$ cat config.mk
export PLATFORM = sky130hd
export DESIGN_NAME = fetch_unit
export DESIGN_NICKNAME = d
export VERILOG_FILES = /design/src/rtl/core_pkg.sv /design/src/rtl/fetch_buf.sv /design/src/rtl/fetch_unit.sv
export SDC_FILE = /design/constraint.sdc
export NUM_CORES = 1
export LEC_CHECK = 0
export CORE_ASPECT_RATIO = 0.7
export CORE_MARGIN = 5
export CORE_UTILIZATION = 48
export CTS_BUF_LIST = sky130_fd_sc_hd__clkbuf_4 sky130_fd_sc_hd__clkbuf_8
export CTS_CLUSTER_SIZE = 12
export DETAILED_ROUTE_END_ITERATION = 16
export DONT_BUFFER_PORTS = 1
export GPL_TIMING_DRIVEN = 0
export HOLD_SLACK_MARGIN = 0.08
export PLACE_DENSITY_LB_ADDON = 0.12
export REMOVE_ABC_BUFFERS = 1
export SYNTH_ARGS = -nofsm -noshare
export SYNTH_HDL_FRONTEND = slang
export SYNTH_HIERARCHICAL = 1
export SYNTH_SLANG_ARGS = --single-unit
$ cat constraint.sdc
create_clock -name clk -period 12.1 [get_ports clk]
set_input_delay 2.42 -clock clk [delete_from_list [all_inputs] [get_ports clk]]
set_output_delay 2.42 -clock clk [all_outputs]
set_load 0.005 [all_outputs]
$ cat src/rtl/core_pkg.sv
// Shared core types and defaults.
// Fetch entries travel from fetch to decode in this format.
package core_pkg;

  localparam int CORE_XLEN = 32;
  localparam int CORE_ILEN = 32;
  localparam logic [CORE_XLEN-1:0] CORE_RESET_PC = '0;
  localparam logic [CORE_XLEN-1:0] CORE_PC_STEP = 32'd4;

  typedef struct packed {
    logic [CORE_XLEN-1:0] pc;
    logic [CORE_ILEN-1:0] instr;
  } fetch_entry_t;

endpackage

$ cat src/rtl/fetch_buf.sv
// Two-entry FIFO of fetched instructions.
// Flush wins over push and pop in the same cycle.
module fetch_buf
  import core_pkg::*;
(
  input  logic         clk,
  input  logic         rst,
  input  logic         push,
  input  fetch_entry_t push_data,
  input  logic         pop,
  input  logic         flush,
  output logic [1:0]   count,
  output fetch_entry_t head
);

  fetch_entry_t mem_q [2];
  fetch_entry_t mem_d [2];
  logic         head_q, head_d;
  logic [1:0]   count_q, count_d;
  logic         tail;

  // Next-state for storage, head pointer and occupancy.
  always_comb begin
    mem_d[0] = mem_q[0];
    mem_d[1] = mem_q[1];
    head_d   = head_q;
    count_d  = count_q;
    tail     = head_q ^ count_q[0];
    if (flush) begin
      head_d  = 1'b0;
      count_d = 2'd0;
    end else begin
      if (push) begin
        mem_d[tail] = push_data;
      end
      head_d  = head_q ^ pop;
      count_d = count_q + 2'(push) - 2'(pop);
    end
  end

  // State registers.
  always_ff @(posedge clk or posedge rst) begin
    if (rst) begin
      mem_q[0] <= '0;
      mem_q[1] <= '0;
      head_q   <= 1'b0;
      count_q  <= 2'd0;
    end else begin
      mem_q[0] <= mem_d[0];
      mem_q[1] <= mem_d[1];
      head_q   <= head_d;
      count_q  <= count_d;
    end
  end

  assign count = count_q;
  assign head  = mem_q[head_q];

  a_no_overflow: assert property (
    @(posedge clk) disable iff (rst)
    !(push && !flush && count_q == 2'd2)
  );

endmodule

$ cat src/rtl/fetch_unit.sv
// Instruction fetch: PC, 1-cycle imem, 2-entry out buffer.
// Credit-based issue keeps the buffer from ever overflowing.
module fetch_unit
  import core_pkg::*;
#(
  parameter int              XLEN     = CORE_XLEN,
  parameter int              ILEN     = CORE_ILEN,
  parameter logic [XLEN-1:0] RESET_PC = CORE_RESET_PC,
  parameter logic [XLEN-1:0] PC_STEP  = CORE_PC_STEP
) (
  input  logic            clk,
  input  logic            rst,
  output logic            imem_req,
  output logic [XLEN-1:0] imem_addr,
  input  logic [ILEN-1:0] imem_rdata,
  input  logic            redirect_valid,
  input  logic [XLEN-1:0] redirect_pc,
  output logic            out_valid,
  input  logic            out_ready,
  output logic [XLEN-1:0] out_pc,
  output logic [ILEN-1:0] out_instr
);

  logic [XLEN-1:0] pc_q, pc_d;
  logic [XLEN-1:0] ipc_q, ipc_d;
  logic            inflight_q, inflight_d;
  logic            kill_q, kill_d;
  logic [1:0]      count;
  fetch_entry_t    head;
  fetch_entry_t    wr;
  logic            pop, push, req;
  logic [2:0]      occ;

  fetch_buf u_buf (
    .clk       (clk),
    .rst       (rst),
    .push      (push),
    .push_data (wr),
    .pop       (pop),
    .flush     (redirect_valid),
    .count     (count),
    .head      (head)
  );

  // Handshake, issue credit and output view of the buffer head.
  always_comb begin
    out_valid = (count != 2'd0) & ~redirect_valid;
    pop       = out_valid & out_ready;
    occ       = {1'b0, count} + {2'b0, inflight_q};
    req       = ~rst & ~redirect_valid
              & (occ < (3'd2 + {2'b0, pop}));
    push      = inflight_q & ~kill_q;
    wr.pc     = ipc_q;
    wr.instr  = imem_rdata;
    imem_req  = req;
    imem_addr = pc_q;
    out_pc    = (count != 2'd0) ? head.pc : '0;
    out_instr = (count != 2'd0) ? head.instr : '0;
  end

  // Next PC, in-flight tracking and response kill.
  always_comb begin
    pc_d       = pc_q;
    ipc_d      = ipc_q;
    inflight_d = req;
    kill_d     = 1'b0;
    if (redirect_valid) begin
      pc_d   = {redirect_pc[XLEN-1:2], 2'b00};
      kill_d = inflight_q;
    end else if (req) begin
      pc_d  = pc_q + PC_STEP;
      ipc_d = pc_q;
    end
  end

  // Fetch state registers.
  always_ff @(posedge clk or posedge rst) begin
    if (rst) begin
      pc_q       <= RESET_PC;
      ipc_q      <= '0;
      inflight_q <= 1'b0;
      kill_q     <= 1'b0;
    end else begin
      pc_q       <= pc_d;
      ipc_q      <= ipc_d;
      inflight_q <= inflight_d;
      kill_q     <= kill_d;
    end
  end

endmodule

# ---- Word-level counts from Yosys, hierarchy flattened
# Cells that the tools add are included.
dict set report op_classes {
  n_addsub 5
  order_cmp 4
  n_mux 13
  bitwise_logic 12
  reduce_logical 5
}
# cell count
set ops {}
lappend ops {{$mux 64} 4}
lappend ops {{$bwmux 128} 1}
lappend ops {{$mux 32} 4}
lappend ops {{$demux 64 s1} 1}
lappend ops {{$add 32x3->32 const B} 1}
lappend ops {{$and 1x1->1} 5}
lappend ops {{$ge 2x2->1 const B} 2}
lappend ops {{$not 1->2} 2}
lappend ops {{$reduce_and 2->1} 2}
lappend ops {{$reduce_bool 2->1} 2}
lappend ops {{$add 2x1->3} 1}
lappend ops {{$add 2x1->3 const A} 1}
lappend ops {{$lt 3x3->1} 1}
lappend ops {{$not 1->1} 3}
lappend ops {{$add 2x1->2} 1}
lappend ops {{$lt 2x1->1 const B} 1}
lappend ops {{$mux 1} 2}
lappend ops {{$mux 2} 1}
lappend ops {{$sub 2x1->2} 1}
lappend ops {{$xor 1x1->1} 2}
lappend ops {{$logic_and 1x1->1} 1}
dict set report word_totals {
  ff_bits 197
  in_bits 68
}

# ---- Depth between registers and ports, before layout
dict set report depth {
  ltp_word 8
  depth_mapped 9
  depth_no_buf 8
}

# ---- Cells and area by module
# Netlist, hierarchy kept.
# module instances cells_each area_each_um2
set by_module_without_submodules {}
lappend by_module_without_submodules {fetch_buf 1 357 5911.9}
lappend by_module_without_submodules {fetch_unit 1 351 3469.6}

# ---- Least setup slack after synthesis
# No wires, ideal clock.
dict set report synth_timing {
  path_type {input port to output port}
  start {input port out_ready}
  end {output port imem_req}
  arrival_time_ps 3182
  t_required_ps 9680
  path_slack_ps 6498
  cell_stages 5
  cell_sequence {nand2b_1 -> o21ai_1 -> nand2_1 -> nor2_1 -> buf_2}
}
dict set report synth_between {
  elab_chain_len 4
}
# element line
set synth_rtl {}
lappend synth_rtl {{start: declaration} fetch_unit.sv:19} ;# input logic out_ready,
lappend synth_rtl {{$and 1x1->1} fetch_unit.sv:48} ;# pop = out_valid & out_ready;
lappend synth_rtl {{$add 2x1->3} fetch_unit.sv:51} ;# & (occ < (3'd2 + {2'b0, pop}));
lappend synth_rtl {{$lt 3x3->1} fetch_unit.sv:51}
lappend synth_rtl {{$and 1x1->1} fetch_unit.sv:51}
lappend synth_rtl {{end: declaration} fetch_unit.sv:13} ;# output logic imem_req,
# No other way between the ends.

# ---- Worst setup path after layout
# Same ends and word-level chain as after synthesis.

==> flow_summary.ini <==
[clocking]
cts-root-buf = clkbuf_8
clk_pin_slew_ns = 0.09
clockBufferDepth = 2
cts_sinks = 193
cts_made_buffers = 17
insertion_delay_ns = 0.46
h-tree-depth = 4
cts_resized = 0
cts_setup_buffers = 0
cts_tree = built
postCtsHoldBufs = 0

[global_route]
overflow = 0
grt_first_pass_wirelength_mm = 33.2
antenna_found_initial = 1
grt_pass1_vias = 5818
grt_max_degree = 85
grt_usage_pct = 18.9

[critical_path]
reg2reg_depth = 7
critPathCaptureType = primary output
reg2reg_from = u_buf/count[0]$_DFF_PP0_
slowest_stage = o21ai_2
crit_path_max_incr_delay_ns = 0.69
cp_data_required_time_ns = 9.68
crit_start = out_ready
crit_fanout = 20
rrSetupSlack_ns = 8.90
critical_path_arrival_ns = 4.07
setup.worst_path.end = imem_req
start_kind = input port
crit_type = in2out
crit_path_cell_trace = nand2b_1, o21ai_2, nand2_1, nor2_4
r2r-end = ipc_q[15]$_DFFE_PP0P_

[power]
power_w = 0.00216
p_leak_nw = 4.51
peakVddDrop_uv = 103
pwr_density_cell_nw_per_um2 = 210

[synth]
syn_inst = 708
synthDistinctLibCells = 45
postSynthAreaPerCell_um2 = 13.3
synth_edf_count = 0
synthesis.area_um2 = 9380
yosysSeqAreaShare_pct = 51.5
ys.flop_type = dfrtp_1
ys_seq_elements = 193
ys_warn_count = 6
async_flop_share_pct = 100

[cells_and_area]
final_core_util_pct = 54.0
area_growth_pct = 9.78
layout_common_cells = dfrtp_1, mux2_2, nor2b_1
final_layout_size_suffix_gt1_share_pct = 39.1
mostFrequentLayoutCell = dfrtp_1
fillers = 1600
final_cells = 987
final_nets = 782

[timing]
fin_skew_ns = 0.0202
post-route-period-util_pct = 53.6
finalSetupViolCount = 0
fin_crit_ns = 6.49
fin_hold_ws_ns = 0.487
worstMarginPinSlew_ns = 0.869
tns_ns = 0
slew_headroom_pct = 42.0
slew_violations = 0
rsz0062_at_grt = no
fmax_mhz = 154
hold_violations = 0

[die]
die_y_um = 127
die-area_um2 = 22500
core-area_um2 = 19100
die_width_um = 177
rows = 42
ioPinCount = 166
start_util_pct = 49.2

[drt]
antenna_left = 0
drc = 0
drtPass1Iterations = 4
wl_mm = 20.9
drt_iter0_drc = 298
vias = 5402
drt-wirelength-per-cell_um = 21.2
drt-vias-per-instance = 5.47

[place]
dp_hpwl_mm = 14.5
port-buffer-count = 0
routabilityCongestion = 0.826
placed_cells = 954

[outcome]
status = completed

[flow_run]
drv_cap = 0

[worst_hold_path]
hp-class = reg2reg
==> kinds of logic after synthesis <==
| family | Yosys count | synth area share [%] |
|---|---|---|
| AO/OA/AOI/OAI | 40 | 2.44 |
| XOR/XNOR | 24 | 2.24 |
| adder cells (fa/ha/maj) | 5 | 0.667 |
| buffers and inverters | 48 | 2.88 |
| flip-flops | 193 | 51.5 |
| multiplexers | 225 | 29.4 |
| other | 1 | 0.0400 |
| AND/OR/NAND/NOR | 172 | 10.9 |
==> stage by stage <==
stage | worst slack (ns) | instance area, um^2
floorplan | 4.73 | 9160
global placement | 2.40 | 9490
detailed placement | 5.03 | 9870
CTS | 5.06 | 10300
global route | 5.47 | 10300
finish | 5.61 | 10300
==> critical path, delay by kind of cell <==
family | cells | cell delay [ns]
simple gates | 3 | 0.95
compound gates | 1 | 0.69
==> state kept, by name, indices dropped and copies added (netlist names) <==
register,flops
u_buf/mem_q,128
imem_addr,30
ipc_q,30
u_buf/count,2
inflight_q,1
kill_q,1
u_buf/head_q,1
==> layer usage <==
metal  wire length (um)  vias to the layer above  global-route usage [%]
met4                170                        0                    4.59
met3               1560                       12                    5.71
met2               9650                      127                    29.3
li1                   -                     2475                       -
met5                  0                        -                       0
met1               9520                     2788                    26.2
==> report_power, final <==
part / leakage, nW / switching (W) / internal (W) / total [W]
clock network: 0.217 / 0.000232 / 0.000219 / 0.000451
registers: 2.35 / 0.000155 / 0.000895 / 0.00105
logic: 1.94 / 0.000237 / 0.000422 / 0.000659
total: 4.51 / 0.000624 / 0.00154 / 0.00216
==> worst min path at each step <==
stage / from / cells past startpoint / slack, ns / endpoint
5_1_grt: u_buf/mem_q[87]$_DFFE_PP0P_ / 1 / 0.52 / u_buf/mem_q[87]$_DFFE_PP0P_
3_5_place_dp: u_buf/mem_q[118]$_DFFE_PP0P_ / 1 / 0.47 / u_buf/mem_q[118]$_DFFE_PP0P_
3_3_place_gp: u_buf/mem_q[118]$_DFFE_PP0P_ / 1 / 0.46 / u_buf/mem_q[118]$_DFFE_PP0P_
4_1_cts: u_buf/mem_q[118]$_DFFE_PP0P_ / 1 / 0.49 / u_buf/mem_q[118]$_DFFE_PP0P_
2_1_floorplan: u_buf/mem_q[115]$_DFFE_PP0P_ / 1 / 0.45 / u_buf/mem_q[115]$_DFFE_PP0P_
6_report: u_buf/mem_q[87]$_DFFE_PP0P_ / 1 / 0.49 / u_buf/mem_q[87]$_DFFE_PP0P_
==> area by class of cell <==
type / instances / area (um^2) / share of cell area, %
inverter: 8 / 35.0 / 0.340
antenna: 1 / 2.50 / 0.0243
clock inverter: 12 / 156 / 1.52
clock buffer: 20 / 269 / 2.61
sequential: 193 / 4830 / 46.9
timing repair buffer: 17 / 353 / 3.43
multi-input combinational: 472 / 4320 / 41.9
tap: 264 / 330 / 3.21
==> Yosys cell counts (13+ instances only) <==
master,number,area (um^2)
buf_2,14,70.1
clkbuf_1,13,48.8
dfrtp_1,193,4830
mux2_2,156,1760
mux2_4,60,901
nand2_1,32,120
nand3_1,17,85.1
nor2_1,16,60.1
nor2b_1,66,413
o21ai_0,14,70.1
o21ai_1,13,65.1
xor2_1,17,149
(Power assumes the default switching activity.)
